## config.mk

```make
export PLATFORM = sky130hd
export DESIGN_NAME = ram_dp
export DESIGN_NICKNAME = d
export VERILOG_FILES = /design/src/rtl/ram_pkg.sv /design/src/rtl/ram_dp_clear_ctrl.sv /design/src/rtl/ram_dp.sv
export SDC_FILE = /design/constraint.sdc
export NUM_CORES = 1
export LEC_CHECK = 0
export CAP_MARGIN = 15
export CORE_MARGIN = 3
export CORE_UTILIZATION = 45
export CTS_CLUSTER_DIAMETER = 80
export DETAILED_ROUTE_END_ITERATION = 10
export GPL_ROUTABILITY_DRIVEN = 0
export HOLD_SLACK_MARGIN = 0.15
export RECOVER_POWER = 50
export SLEW_MARGIN = 15
export SYNTH_ARGS = -nofsm -noshare
export SYNTH_HDL_FRONTEND = slang
export SYNTH_SLANG_ARGS = --single-unit
```

## constraint.sdc

```tcl
create_clock -name clk -period 2.4 [get_ports clk]
set_input_delay 0.48 -clock clk [delete_from_list [all_inputs] [get_ports clk]]
set_output_delay 0.48 -clock clk [all_outputs]
set_load 0.02 [all_outputs]
```

## src/rtl/ram_pkg.sv

```systemverilog
// Shared defaults and clear-sweep state type for the dual-port RAM slice.
package ram_pkg;

   localparam int unsigned DEF_DATA_WIDTH = 8;
   localparam int unsigned DEF_ADDR_WIDTH = 5;
   localparam int unsigned BYTE_W         = 8;

   typedef enum logic {
      ST_CLEAR = 1'b0,
      ST_READY = 1'b1
   } ram_state_t;

   // Number of byte lanes in a word.
   function automatic int unsigned num_lanes(input int unsigned data_width);
      return data_width / BYTE_W;
   endfunction

endpackage

```

## src/rtl/ram_dp_clear_ctrl.sv

```systemverilog
// Post-reset clear sweep: walks every address once, then releases the RAM
// for normal traffic.
module ram_dp_clear_ctrl
   import ram_pkg::*;
#(
   parameter int unsigned ADDR_WIDTH = DEF_ADDR_WIDTH
) (
   input  logic                  clk,
   input  logic                  rst,
   output logic                  busy,
   output logic                  clr_we,
   output logic [ADDR_WIDTH-1:0] clr_addr
);

   localparam int unsigned            DEPTH     = 2 ** ADDR_WIDTH;
   localparam logic [ADDR_WIDTH-1:0]  LAST_ADDR = ADDR_WIDTH'(DEPTH - 1);

   ram_state_t            state;
   ram_state_t            state_next;
   logic [ADDR_WIDTH-1:0] cnt;
   logic [ADDR_WIDTH-1:0] cnt_next;
   logic                  busy_next;

   always_ff @(posedge clk) begin
      if (rst) begin
         state <= ST_CLEAR;
         cnt   <= '0;
         busy  <= 1'b1;
      end else begin
         state <= state_next;
         cnt   <= cnt_next;
         busy  <= busy_next;
      end
   end

   // Sweep advances one address per cycle and exits after the last one.
   always_comb begin
      state_next = state;
      cnt_next   = cnt;
      busy_next  = 1'b0;
      case (state)
         ST_CLEAR: begin
            cnt_next = cnt + ADDR_WIDTH'(1);
            if (cnt == LAST_ADDR) begin
               state_next = ST_READY;
               cnt_next   = '0;
            end
         end
         ST_READY: state_next = ST_READY;
      endcase
      busy_next = (state_next == ST_CLEAR);
   end

   assign clr_we   = busy;
   assign clr_addr = cnt;

endmodule

```

## src/rtl/ram_dp.sv

```systemverilog
// Single-clock simple dual-port RAM with byte enables, write-first read
// bypass and a self-clearing sweep after reset.
// Optional per-lane even parity with error injection: define RAM_DP_PARITY_EN.
module ram_dp
   import ram_pkg::*;
#(
   parameter int unsigned DATA_WIDTH = DEF_DATA_WIDTH,
   parameter int unsigned ADDR_WIDTH = DEF_ADDR_WIDTH
) (
   input  logic                       clk,
   input  logic                       rst,
   input  logic                       wr_en,
   input  logic [ADDR_WIDTH-1:0]      wr_addr,
   input  logic [DATA_WIDTH-1:0]      wr_data,
   input  logic [DATA_WIDTH/8-1:0]    wr_be,
   input  logic                       rd_en,
   input  logic [ADDR_WIDTH-1:0]      rd_addr,
   output logic [DATA_WIDTH-1:0]      rd_data,
   output logic                       rd_valid,
   output logic                       busy
`ifdef RAM_DP_PARITY_EN
   ,
   input  logic                       par_inj,
   output logic                       par_err
`endif
);

   localparam int unsigned DEPTH = 2 ** ADDR_WIDTH;
   localparam int unsigned NB    = num_lanes(DATA_WIDTH);

   logic                  clr_we;
   logic [ADDR_WIDTH-1:0] clr_addr;
   logic                  wr_acc;
   logic                  rd_acc;
   logic                  wr_hit;
   logic [DATA_WIDTH-1:0] rd_word_c;
   logic [DATA_WIDTH-1:0] mem [DEPTH];

   ram_dp_clear_ctrl #(
      .ADDR_WIDTH (ADDR_WIDTH)
   ) u_clear_ctrl (
      .clk      (clk),
      .rst      (rst),
      .busy     (busy),
      .clr_we   (clr_we),
      .clr_addr (clr_addr)
   );

   assign wr_acc = wr_en && !busy && !rst;
   assign rd_acc = rd_en && !busy;
   assign wr_hit = wr_acc && (wr_addr == rd_addr);

   // Write-first: lanes being written this cycle bypass the array.
   always_comb begin
      rd_word_c = mem[rd_addr];
      for (int i = 0; i < NB; i++) begin
         if (wr_hit && wr_be[i]) begin
            rd_word_c[BYTE_W*i +: BYTE_W] = wr_data[BYTE_W*i +: BYTE_W];
         end
      end
   end

   always_ff @(posedge clk) begin
      if (clr_we && !rst) begin
         mem[clr_addr] <= '0;
      end else if (wr_acc) begin
         for (int i = 0; i < NB; i++) begin
            if (wr_be[i]) begin
               mem[wr_addr][BYTE_W*i +: BYTE_W] <= wr_data[BYTE_W*i +: BYTE_W];
            end
         end
      end
   end

   always_ff @(posedge clk) begin
      if (rst) begin
         rd_data  <= '0;
         rd_valid <= 1'b0;
      end else begin
         rd_valid <= rd_acc;
         if (rd_acc) begin
            rd_data <= rd_word_c;
         end
      end
   end

`ifdef RAM_DP_PARITY_EN
   logic [NB-1:0] par_mem [DEPTH];
   logic [NB-1:0] par_rd_c;
   logic [NB-1:0] par_calc_c;

   // Stored parity follows the same write-first bypass as the data.
   always_comb begin
      par_rd_c   = par_mem[rd_addr];
      par_calc_c = '0;
      for (int i = 0; i < NB; i++) begin
         if (wr_hit && wr_be[i]) begin
            par_rd_c[i] = (^wr_data[BYTE_W*i +: BYTE_W]) ^ par_inj;
         end
         par_calc_c[i] = ^rd_word_c[BYTE_W*i +: BYTE_W];
      end
   end

   always_ff @(posedge clk) begin
      if (clr_we && !rst) begin
         par_mem[clr_addr] <= '0;
      end else if (wr_acc) begin
         for (int i = 0; i < NB; i++) begin
            if (wr_be[i]) begin
               par_mem[wr_addr][i] <= (^wr_data[BYTE_W*i +: BYTE_W]) ^ par_inj;
            end
         end
      end
   end

   always_ff @(posedge clk) begin
      if (rst) begin
         par_err <= 1'b0;
      end else begin
         par_err <= rd_acc && (par_rd_c != par_calc_c);
      end
   end
`endif

endmodule

```

[Word-level counts from Yosys, hierarchy flattened]
Memory sizes are Yosys's and may differ from the RTL's. A register that Yosys moved wholly into a read port is not among the register bits.
Index checks and enable logic that the tools add are counted.
Word-level totals
  flip-flop bits (word level): 8
  bits in latches: 0
  memory bits (writable): 256
  bits in read-only memories: 0
  input port bits: 23
  logic and storage cells: 28
  memories kept: 1
Cells by class
  $add $sub $neg: 1
  $mul: 0
  div/mod/pow operators: 0
  order comparisons: 0
  equal/unequal tests: 1
  shift operators: 0
  muxes and demuxes: 12
  bitwise logic cells: 2
  reductions and logical operators: 7
Memory list
  mem: words 32, bits a word 8, rd ports 1, clocked after Yosys merged registers in 1, write ports 1, line ram_dp.sv:37  | logic [DATA_WIDTH-1:0] mem [DEPTH];
Operator list (number)
  5-bit two-way mux: 2
  1-bit two-way mux: 8
  8-bit two-way mux: 1
  8-bit OR reduction: 1
  5-bit by 1-bit adder with 5-bit output, second input constant: 1
  5-bit == test, second input constant: 1
  1-bit logical AND: 4
  1-bit logical NOT: 2
  1-bit NOT: 2
  1-bit one-hot mux with 2 select lines: 1

[Logic depth before layout (Yosys ltp)]
Gate-level depths: netlist of run 1.
  depth after elaboration: 8
  gate-level depth with buffers: 9
  mapped depth without buffers: 6

[Cells and area by module]
Synthesis of run 1 repeated with hierarchy kept, for this count alone.
Unflattened totals
  cell total of the unflattened synthesis: 590
  area, all modules: 10988.0 um2
By module, submodules not included
  ram_dp: times used 1, cells an instance 559, area each 10691.5 um2, sequential area each 7867.5 um2
  ram_dp_clear_ctrl: times used 1, cells an instance 31, area each 296.5 um2, sequential area each 140.1 um2

[Worst setup path after synthesis of run 1]
Ideal clock, no wire load.
  kind: input -> register
  start point: in rd_addr[1]
  end point: reg rd_data[0] (read register of mem)
  library setup time: 0.122 ns
  data arrival time: 2.200 ns
  required time: 2.278 ns
  path slack: 0.078 ns
  stages on the path: 7
  buffers on the path: 3
  path through: clkbuf_1 > buf_2 > buf_1 > mux4_2 > a221oi_1 > a31oi_1 > a221o_1
RTL lines
  start, declared: line ram_dp.sv:17  | input logic [ADDR_WIDTH-1:0] rd_addr,
  end, declared: line ram_dp.sv:18  | output logic [DATA_WIDTH-1:0] rd_data,

==> metrics.cfg, run 1 <==
[floorplan]
dieArea_sq_um=25970
coreArea_sq_um=23540
core.rowCount=56
io_pins=33
die_h_um=161.2
start_util_pct=46.02
die-width_um=161.2

[pwr]
p_int_uw=7645
switching_share_pct=20.07
pwr-share-clk_pct=41.6
p_comb_share_pct=4.5
ir_worst_vdd_v=0.0005922
p_per_area_nw_per_um2=731.5
power.leakage_uw=0.004751
power_uw=9564
seq_power_share_pct=53.9
p_sw_uw=1919

[cts]
clk_pin_slew_ns=0.06
clock_sinks=272
cts_buffer_depth=3
cts_made_buffers=28
cts_tree=done
cts_hold_buf=0
clock_latency_ns=0.54
htreeDepth=1
cts-root-buf=clkbuf_16
postCtsSetupRepairBufs=0

[place]
port_buffers=32
hpwlAfterDp_um=16390
dp_cells=1013
place_ws_ns=-0.4644
dpl-instance-area_sq_um=12400

[finish]
layout_common_cells=edfxtp_1 (256), buf_4 (83), mux4_2 (54)
final_core_util_pct=55.54
layout_commonest_cell=edfxtp_1
area_growth_pct=20.68
fin_area_sq_um=13080
num_antenna_cells=0
finalNetCount=749
fin_cells=1065
nFillCells=1840
layout-drive-gt1-share_pct=27.61

[worst_setup_path]
critPathMaxFanout=8
timing.rr.end=rd_data[4]$_SDFFE_PP0P_
endpoint_kind=flip-flop
timing_worst_setup_path_type=in -> reg
cp-endpoint=rd_data[4]$_SDFFE_PP0P_
cp-start-kind=input pin
crit_start=rd_addr[3]
r2r_cells=8
rrSetupSlack_ns=0.21
r2r_start=u_clear_ctrl.busy$_SDFF_PP1_
arrival_ns=2.75
crit_required_ns=2.88

[drt]
first_pass_iters=5
wl_um=24900
via_per_inst=5.657
drc=0
antenna_left=0
wl_per_cell_um=23.38
drt_iter0_drc=521
vias=6025

[logic_synthesis]
yosysSeqAreaShare_pct=73.91
syn_nets=607
syn_area_per_cell_sq_um=18.62
ys_ff_latch=272
syn_inst=582
synth.cell_area_sq_um=10830
synth-warning-count=0
synth_largest_area_cell=edfxtp_1
synth_top_cell_area_share_pct=70.96
synthTopCellsByArea=edfxtp_1 (71%), mux4_2 (11%), dfxtp_1 (3.0%)
synth.distinct_cells=45

[sta]
report.final.hold_viol_count=0
finalMaxSlewViolations=0
worst_pin_slew_ns=1.015
finalCritPeriodShare_pct=94.57
maxSlewHeadroom_pct=32.17
clock.fmax_mhz=440.6
rsz0062_at_grt=no
setup_ws_ns=0.1303
min_period_ns=2.270
setup_viol=0
fin_worst_skew_ns=0.01411

[worst_hold_path]
hold_path.class=reg -> reg

[job]
cap_violations=0

[global_route]
grt_overflow=0
first_global_vias=6187
grt_antenna_before_repair=0
grt_max_degree=34
grt_pass1_wl_um=37920
track_usage_pct=19.40

[run_status]
outcome=finished clean

## layout make-up
class	count	area (sq um)	area share, %
Timing Repair Buffer	140	1124	8.593
Tap cell	319	399.1	3.053
Clock inverter	18	106.4	0.8134
Multi-Input combinational cell	273	2660	20.34
Inverter	9	33.78	0.2584
Sequential cell	272	8008	61.24
Clock buffer	34	744.5	5.694
## registers in the layout, indices dropped and copies added (netlist names)
signal	flops
u_clear_ctrl.state	1
rd_valid	1
mem	256
u_clear_ctrl.clr_addr	5
rd_data	8
u_clear_ctrl.busy	1
## stage by stage
step           hold WS (ns)  setup TNS [ns]
2_1_floorplan        0.4914               0
3_5_place_dp         0.4785          -67.94
5_1_grt              0.5075               0
6_report             0.4832               0
3_3_place_gp         0.4754          -61.12
4_1_cts              0.4927               0
## cells in the mapped netlist (all sizes together)
master     n
a2111oi    1
a211oi     1
a21oi     13
a221o      8
a221oi     7
a22o       8
a22oi      9
a31o       1
a31oi     10
a32oi      1
and2      10
and3       2
and4bb     1
buf       16
clkbuf    12
dfxtp     16
edfxtp   256
ha         2
inv        9
mux2       8
mux2i     16
mux4      54
nand2     15
nand2b     4
nand3      4
nand3b     2
nor2      45
nor2b      3
nor3       7
nor3b      5
nor4       1
nor4bb     1
o2111ai    1
o21ai     21
o22ai      3
o311a      1
o31a       1
o31ai      4
or4b       1
xnor2      2
## how the worst min path moves through the flow
stage	startpoint	slack, ns	to	cells past startpoint
2_1_floorplan	u_clear_ctrl.clr_addr[3]$_SDFFE_PP0N_	0.49	u_clear_ctrl.clr_addr[3]$_SDFFE_PP0N_	2
3_3_place_gp	rd_data[7]$_SDFFE_PP0P_	0.48	rd_data[7]$_SDFFE_PP0P_	1
3_5_place_dp	rd_data[7]$_SDFFE_PP0P_	0.48	rd_data[7]$_SDFFE_PP0P_	1
4_1_cts	rd_data[7]$_SDFFE_PP0P_	0.49	rd_data[7]$_SDFFE_PP0P_	1
5_1_grt	rd_data[0]$_SDFFE_PP0P_	0.51	rd_data[0]$_SDFFE_PP0P_	1
6_report	rd_data[7]$_SDFFE_PP0P_	0.48	rd_data[7]$_SDFFE_PP0P_	1
## cells by family after synthesis
family	count (synthesis)	synth area share, %
xor+xnor	2	0.1617
flops	272	73.91
simple gates	101	4.666
fa+ha+maj	2	0.2309
compound gates	90	5.867
mux	78	13.54
buf+inv	37	1.628
## power by group through the flow
stage	Clock [uW]	Combinational [uW]	Sequential (uW)
2_1_floorplan	0	239	5250
3_3_place_gp	0	421	5260
3_5_place_dp	0	428	5260
4_1_cts	4060	429	5160
5_1_grt	4260	459	5160
6_report	3980	429	5160
## worst max-delay path: stages
cell             delay (ns)
clkdlybuf4s50_1        0.59
nor3b_1                0.90
a221oi_1               0.24
buf_4                  0.22
a31oi_1                0.19
a221o_1                0.13
## what timing repair did
action | in CTS | in global routing
endpoints found under the setup margin | 0 | 3
endpoints found under the hold margin | 0 | 0
resized for setup | 0 | 2
## routing by layer
layer	vias to the layer above	share of wire [%]	wire (um)	track usage, %
met2	218	49	12220	31.91
met4	0	3.8	944	7.157
met3	55	5.5	1372	2.590
met5	-	0	0	0
met1	3074	42	10360	26.86
li1	2678	-	-	-
(Power assumes the default switching activity.)
==> run 2, diff against run 1 <==
--- a/config.mk
+++ b/config.mk
@@ -12,7 +12,7 @@
 export DETAILED_ROUTE_END_ITERATION = 10
 export GPL_ROUTABILITY_DRIVEN = 0
 export HOLD_SLACK_MARGIN = 0.15
-export RECOVER_POWER = 50
+export RECOVER_POWER = 100
 export SLEW_MARGIN = 15
 export SYNTH_ARGS = -nofsm -noshare
 export SYNTH_HDL_FRONTEND = slang
==> run 2 against run 1 <==
  * Sequential power hardly changed
  * Total power hardly changed
  * Count of clock-buffer cells in the layout stayed put
  * Die area stayed put
  * Hold slack hardly changed
  * First-iteration DRC count is 9.2% higher
  * Sequential share of layout area is 0.37 points higher
  * Routed wire length is 0.26% lower
  * Critical path depth is 3 higher
  * Clock power hardly changed
==> metrics.cfg, run 2 (synthesized netlist as in run 1, its figures left out) <==
[cts]
clk_pin_slew_ns=0.06  ; about the same
cts_buffer_depth=3  ; unchanged
htreeDepth=1  ; unchanged
postCtsResizedCells=0  ; unchanged
cts-root-buf=clkbuf_16  ; unchanged
clock_sinks=272  ; unchanged
clock_latency_ns=0.53  ; was 0.54 ns
postCtsSetupRepairBufs=0  ; unchanged
cts_made_buffers=28  ; unchanged
cts_hold_buf=0  ; unchanged
cts_tree=done  ; unchanged

[pwr]
ir_worst_vdd_v=0.0005954  ; was 0.0005922 V
p_per_area_nw_per_um2=735.2  ; was 731.5 nW/um^2
power.leakage_uw=0.004737  ; was 0.004751 uW
power_uw=9555  ; was 9564 uW

[sta]
finalCritPeriodShare_pct=97.00  ; was 94.57%
min_period_ns=2.328  ; was 2.270 ns
hold_ws_ns=0.4834  ; was 0.4832 ns
setup_ws_ns=0.07201  ; was 0.1303 ns
maxSlewHeadroom_pct=32.33  ; was 32.17%
report.final.hold_viol_count=0  ; unchanged
clock.fmax_mhz=429.6  ; was 440.6 MHz
fin_worst_skew_ns=0.01082  ; was 0.01411 ns
setup_viol=0  ; unchanged
worst_pin_slew_ns=1.013  ; was 1.015 ns
finalMaxSlewViolations=0  ; unchanged
rsz0062_at_grt=no  ; unchanged

[floorplan]
io_pins=33  ; unchanged
core.rowCount=56  ; unchanged
die_h_um=161.2  ; unchanged
dieArea_sq_um=25970  ; unchanged
start_util_pct=46.02  ; unchanged
die-width_um=161.2  ; unchanged
coreArea_sq_um=23540  ; unchanged

[worst_setup_path]
timing_worst_setup_path_type=in -> reg  ; unchanged
cp_slowest_cell=clkdlybuf4s50_1  ; was nor3b_1
path_delay_family=buffers and inverters  ; was simple AND/OR/NAND/NOR gates
crit_buf_inv=5  ; was 2
critPathMaxFanout=10  ; was 8
crit_required_ns=2.62  ; was 2.88 ns
arrival_ns=2.54  ; was 2.75 ns
endpoint_kind=flip-flop  ; unchanged
critical_path.cell_chain=clkdlybuf4s50_1, and4bb_1, buf_4, buf_4, o21ai_0, nand2_1, clkbuf_2, nor2_1, clkbuf_2  ; was clkdlybuf4s50_1, nor3b_1, a221oi_1, buf_4, a31oi_1, a221o_1
slowest_delay_ns=0.49  ; was 0.90 ns
cp-start-kind=input pin  ; unchanged

[place]
hpwlAfterDp_um=16390  ; unchanged
place_ws_ns=-0.4644  ; unchanged
port_buffers=32  ; unchanged

[job]
cap_violations=0  ; unchanged

[finish]
layout_commonest_cell=edfxtp_1  ; unchanged
largest_reg_flops=256  ; unchanged
multi_input_area_sq_um=2660  ; unchanged
num_antenna_cells=0  ; unchanged
area_growth_pct=19.96  ; was 20.68%
layout_common_cells=edfxtp_1 (256), mux4_2 (54), buf_4 (46)  ; was edfxtp_1 (256), buf_4 (83), mux4_2 (54)
seq_area_sq_um=8008  ; unchanged
layout-drive-gt1-share_pct=27.21  ; was 27.61%
nFillCells=1862  ; was 1840
finalNetCount=749  ; unchanged
largest-register=mem  ; unchanged

[drt]
drt_iter0_drc=569  ; was 521
via_per_inst=5.642  ; was 5.657
first_pass_iters=5  ; unchanged
wl_per_cell_um=23.32  ; was 23.38 um
antenna_left=0  ; unchanged
drc=0  ; unchanged
vias=6009  ; was 6025
wl_um=24830  ; was 24900 um

[global_route]
first_global_vias=6187  ; unchanged
track_usage_pct=19.40  ; unchanged
grt_pass1_wl_um=37920  ; unchanged
grt_max_degree=34  ; unchanged
grt_overflow=0  ; unchanged
grt_antenna_before_repair=0  ; unchanged

[worst_hold_path]
hold_path.class=reg -> reg  ; unchanged

[run_status]
outcome=finished clean  ; unchanged

-- run 2: power breakdown --
| part | internal (uW) | switching, uW |
|---|---|---|
| Combinational | 199 | 222 |
| Sequential | 5140 | 15.1 |
| Clock | 2300 | 1680 |
-- run 2: worst paths after layout --
path	from	to	slack [ns]	cells after the start
setup reg to reg	u_clear_ctrl.busy$_SDFF_PP1_	mem[3][0]$_DFFE_PP_	0.09	8
setup / recovery	rst	mem[3][0]$_DFFE_PP_	0.07	9
hold / removal	rd_data[7]$_SDFFE_PP0P_	rd_data[7]$_SDFFE_PP0P_	0.48	1
hold reg to reg	rd_data[7]$_SDFFE_PP0P_	rd_data[7]$_SDFFE_PP0P_	0.48	1
-- run 2: per-layer routing --
layer | wire length [um] | vias to the layer above | track usage [%]
li1 | - | 2681 | -
met1 | 10450 | 3082 | 26.86
met2 | 12110 | 190 | 31.91
met3 | 1334 | 56 | 2.590
met4 | 938 | 0 | 7.157
met5 | 0 | - | 0
-- run 2: area by class of cell --
cell class / count / area share, %
inverter: 9 / 0.2599
timing repair buffer: 140 / 8.039
multi-input combinational: 273 / 20.47
clock inverter: 18 / 0.8183
sequential: 272 / 61.62
clock buffer: 34 / 5.728
tap: 319 / 3.071
-- run 2: worst reg2reg max path, cell delays in order, from the launching register on --
cell and delay (ns):
dfxtp_1 0.43, and4bb_1 0.26, buf_4 0.18, buf_4 0.16
o21ai_0 0.20, nand2_1 0.07, clkbuf_2 0.26, nor2_1 0.16
clkbuf_2 0.27
-- run 2: per-stage QoR --
| stage | cell area [sq um] | std cells | TNS (ns) | util [%] |
|---|---|---|---|---|
| 6_report | 13000 | 1065 | 0 | 55.20 |
| 3_5_place_dp | 12400 | 1013 | -67.94 | 52.68 |
| 2_1_floorplan | 10830 | 582 | 0 | - |
| 4_1_cts | 13250 | 1065 | 0 | 56.29 |
| 3_3_place_gp | 12400 | 1013 | -61.12 | 52.68 |
| 5_1_grt | 13000 | 1065 | 0 | 55.20 |
==> run 3, diff against run 2 <==
--- a/config.mk
+++ b/config.mk
@@ -5,7 +5,7 @@
 export SDC_FILE = /design/constraint.sdc
 export NUM_CORES = 1
 export LEC_CHECK = 0
-export CAP_MARGIN = 15
+export ABC_AREA = 1
 export CORE_MARGIN = 3
 export CORE_UTILIZATION = 45
 export CTS_CLUSTER_DIAMETER = 80
==> run 3 against run 2 <==
  * Global-route usage grew 1.2 points
  * Sequential power hardly changed
  * Synthesized area rose by 7.8%
  * Design area increased by 6.9%
  * Hold slack improved by 0.014 ns
  * Synthesized cell count is 86% higher
  * Critical endpoint is now mem[16][0]$_DFFE_PP_
==> metrics.cfg, run 3 <==
[run_status]
outcome=finished clean  ; unchanged

[finish]
largest_reg_flops=256  ; unchanged
finalNetCount=1213  ; was 749
fin_area_sq_um=13890  ; was 13000 sq um
multi_input_area_sq_um=3117  ; was 2660 sq um
num_antenna_cells=0  ; unchanged
layout_common_cells=edfxtp_1 (256), nor2_1 (230), nand2_1 (176)  ; was edfxtp_1 (256), mux4_2 (54), buf_4 (46)
layout_commonest_cell=edfxtp_1  ; unchanged
final_core_util_pct=54.85  ; was 55.20%
largest-register=mem  ; unchanged
layout-drive-gt1-share_pct=12.98  ; was 27.21%
area_growth_pct=18.98  ; was 19.96%
nFillCells=2193  ; was 1862
seq_area_sq_um=8008  ; unchanged

[cts]
postCtsResizedCells=0  ; unchanged
postCtsSetupRepairBufs=0  ; unchanged
clock_latency_ns=0.53  ; about the same
cts-root-buf=clkbuf_16  ; unchanged
clk_pin_slew_ns=0.06  ; about the same
cts_tree=done  ; unchanged
cts_buffer_depth=3  ; unchanged
cts_made_buffers=28  ; unchanged
clock_sinks=272  ; unchanged
htreeDepth=1  ; unchanged
cts_hold_buf=0  ; unchanged

[worst_setup_path]
cp_slowest_cell=dlygate4sd3_1  ; was clkdlybuf4s50_1
path_delay_family=buffers and inverters  ; unchanged
arrival_ns=2.37  ; was 2.54 ns
timing_worst_setup_path_type=in -> reg  ; unchanged
rrSetupSlack_ns=0.42  ; was 0.09 ns
critical_path.cell_chain=dlygate4sd3_1, nor2_4, buf_4, nand3b_1, nand2_1, nand3_1, clkbuf_2, nor2_1, clkbuf_2  ; was clkdlybuf4s50_1, and4bb_1, buf_4, buf_4, o21ai_0, nand2_1, clkbuf_2, nor2_1, clkbuf_2
endpoint_kind=flip-flop  ; unchanged
slowest_delay_ns=0.58  ; was 0.49 ns
cpMostUsedCell=clkbuf_2
r2r_cells=8  ; unchanged
crit_required_ns=2.62  ; about the same
critPathMaxFanout=8  ; was 10
timing.rr.end=mem[16][0]$_DFFE_PP_  ; was mem[3][0]$_DFFE_PP_
crit_buf_inv=4  ; was 5
r2r_start=u_clear_ctrl.busy$_SDFF_PP1_  ; unchanged
cp-start-kind=input pin  ; unchanged

[logic_synthesis]
synth.distinct_cells=31  ; was 45
async_flop_share_pct=0  ; unchanged
synth-warning-count=0  ; unchanged
synth_most_common_cell=edfxtp_1  ; unchanged
synthTopCellsByArea=edfxtp_1 (66%), nor2_1 (7.4%), nand2_1 (5.6%)  ; was edfxtp_1 (71%), mux4_2 (11%), dfxtp_1 (3.0%)
synth.cell_area_sq_um=11670  ; was 10830 sq um
synth_largest_area_cell=edfxtp_1  ; unchanged
ys.flop_type=edfxtp_1  ; unchanged
synth_top_cell_area_share_pct=65.85  ; was 70.96%
syn_inst=1082  ; was 582
syn_nets=1107  ; was 607
synth_edf_count=256  ; unchanged
synthTopCellsByCount=edfxtp_1 (256), nor2_1 (230), nand2_1 (175), nand3_1 (121), o21ai_0 (90)  ; was edfxtp_1 (256), mux4_2 (54), nor2_1 (45), o21ai_0 (17)
syn_area_per_cell_sq_um=10.79  ; was 18.62 sq um
yosysSeqAreaShare_pct=68.59  ; was 73.91%
ys_ff_latch=272  ; unchanged

[global_route]
track_usage_pct=20.61  ; was 19.40%
first_global_vias=7622  ; was 6187
grt_overflow=0  ; unchanged
grt_antenna_before_repair=0  ; unchanged
grt_max_degree=74  ; was 34
grt_pass1_wl_um=44410  ; was 37920 um

[worst_hold_path]
min_from=u_clear_ctrl.clr_addr[4]$_SDFFE_PP0N_  ; was rd_data[7]$_SDFFE_PP0P_
hold_path.class=reg -> reg  ; unchanged
whs_path_depth=2  ; was 1
worstHoldEndpoint=u_clear_ctrl.clr_addr[4]$_SDFFE_PP0N_  ; was rd_data[7]$_SDFFE_PP0P_

[drt]
first_pass_iters=8  ; was 5
wl_um=29040  ; was 24830 um
via_per_inst=5.283  ; was 5.642
wl_per_cell_um=18.86  ; was 23.32 um
drt_iter0_drc=761  ; was 569
antenna_left=0  ; unchanged
vias=8136  ; was 6009
drc=0  ; unchanged

[sta]
hold_ws_ns=0.4973  ; was 0.4834 ns
setup_ws_ns=0.2431  ; was 0.07201 ns
finalMaxSlewViolations=0  ; unchanged
setup_viol=0  ; unchanged
worst_pin_slew_ns=0.7447  ; was 1.013 ns
report.final.hold_viol_count=0  ; unchanged
rsz0062_at_grt=no  ; unchanged
fin_worst_skew_ns=0.009031  ; was 0.01082 ns
min_period_ns=2.157  ; was 2.328 ns
finalCritPeriodShare_pct=89.87  ; was 97.00%
maxSlewHeadroom_pct=50.35  ; was 32.33%
clock.fmax_mhz=463.6  ; was 429.6 MHz

[floorplan]
io_pins=33  ; unchanged
dieArea_sq_um=27910  ; was 25970 sq um
die_h_um=167.1  ; was 161.2 um
start_util_pct=46.10  ; was 46.02%
core.rowCount=58  ; was 56
coreArea_sq_um=25330  ; was 23540 sq um
die-width_um=167.1  ; was 161.2 um

[place]
dpl-instance-area_sq_um=13160  ; was 12400 sq um
port_buffers=32  ; unchanged
hpwlAfterDp_um=19140  ; was 16390 um
place_ws_ns=-0.1752  ; was -0.4644 ns

[pwr]
power.leakage_uw=0.005054  ; was 0.004737 uW
ir_worst_vdd_v=0.0008154  ; was 0.0005954 V
p_per_area_nw_per_um2=732.1  ; was 735.2 nW/um^2

[job]
cap_violations=0  ; unchanged

-- run 3: cells by family after synthesis --
family,Yosys count,share of synthesized area [%]
compound gates,122,5.659
simple gates,561,20.89
buf+inv,125,4.651
fa+ha+maj,2,0.2143
flops,272,68.59
-- run 3: tightest hold or removal path, cell delays in order (launching register included) --
cell	delay (ns)
dfxtp_1	0.31
inv_1	0.08
a21oi_1	0.06
-- run 3: worst max-delay path by stage --
stage                                  from                 endpoint  slack (ns)  cells past startpoint
2_1_floorplan                           rst  rd_data[0]$_SDFFE_PP0P_        0.26                      8
3_3_place_gp                          wr_be     mem[10][4]$_DFFE_PP_       -0.17                     10
3_5_place_dp                          wr_be     mem[10][4]$_DFFE_PP_       -0.18                     10
4_1_cts        u_clear_ctrl.busy$_SDFF_PP1_                     busy        0.33                      1
5_1_grt                                 rst     mem[29][2]$_DFFE_PP_        0.15                     10
6_report                                rst     mem[16][0]$_DFFE_PP_        0.24                      9
-- run 3: report_power, final --
group	leakage [uW]	internal (uW)	total [uW]	switching, uW
Combinational	0.00246	230	641	411
Clock	0.000469	2630	4370	1740
Sequential	0.00212	5150	5160	11.2
-- run 3: layout make-up --
| cell class | count | area share [%] |
|---|---|---|
| Clock buffer | 30 | 5.251 |
| Clock inverter | 22 | 1.558 |
| Inverter | 68 | 1.856 |
| Multi-Input combinational cell | 685 | 22.44 |
| Sequential cell | 272 | 57.65 |
| Tap cell | 330 | 2.972 |
| Timing Repair Buffer | 133 | 8.278 |
-- run 3: per-layer routing --
layer | wire length (um) | GRT usage, % | vias to the layer above
li1 | - | - | 3938
met1 | 12850 | 29.33 | 3879
met2 | 13880 | 33.72 | 269
met3 | 1490 | 2.469 | 50
met4 | 817 | 5.918 | 0
met5 | 0 | 0 | -
-- run 3: stage by stage --
stage                     instances  setup TNS [ns]  total power [uW]
final                          1540               0             10170
after global placement         1488          -16.22              5908
after floorplan                1082               0              5645
after global routing           1540               0             10520
after detailed placement       1488          -17.80              5912
after CTS                      1540               0             10260
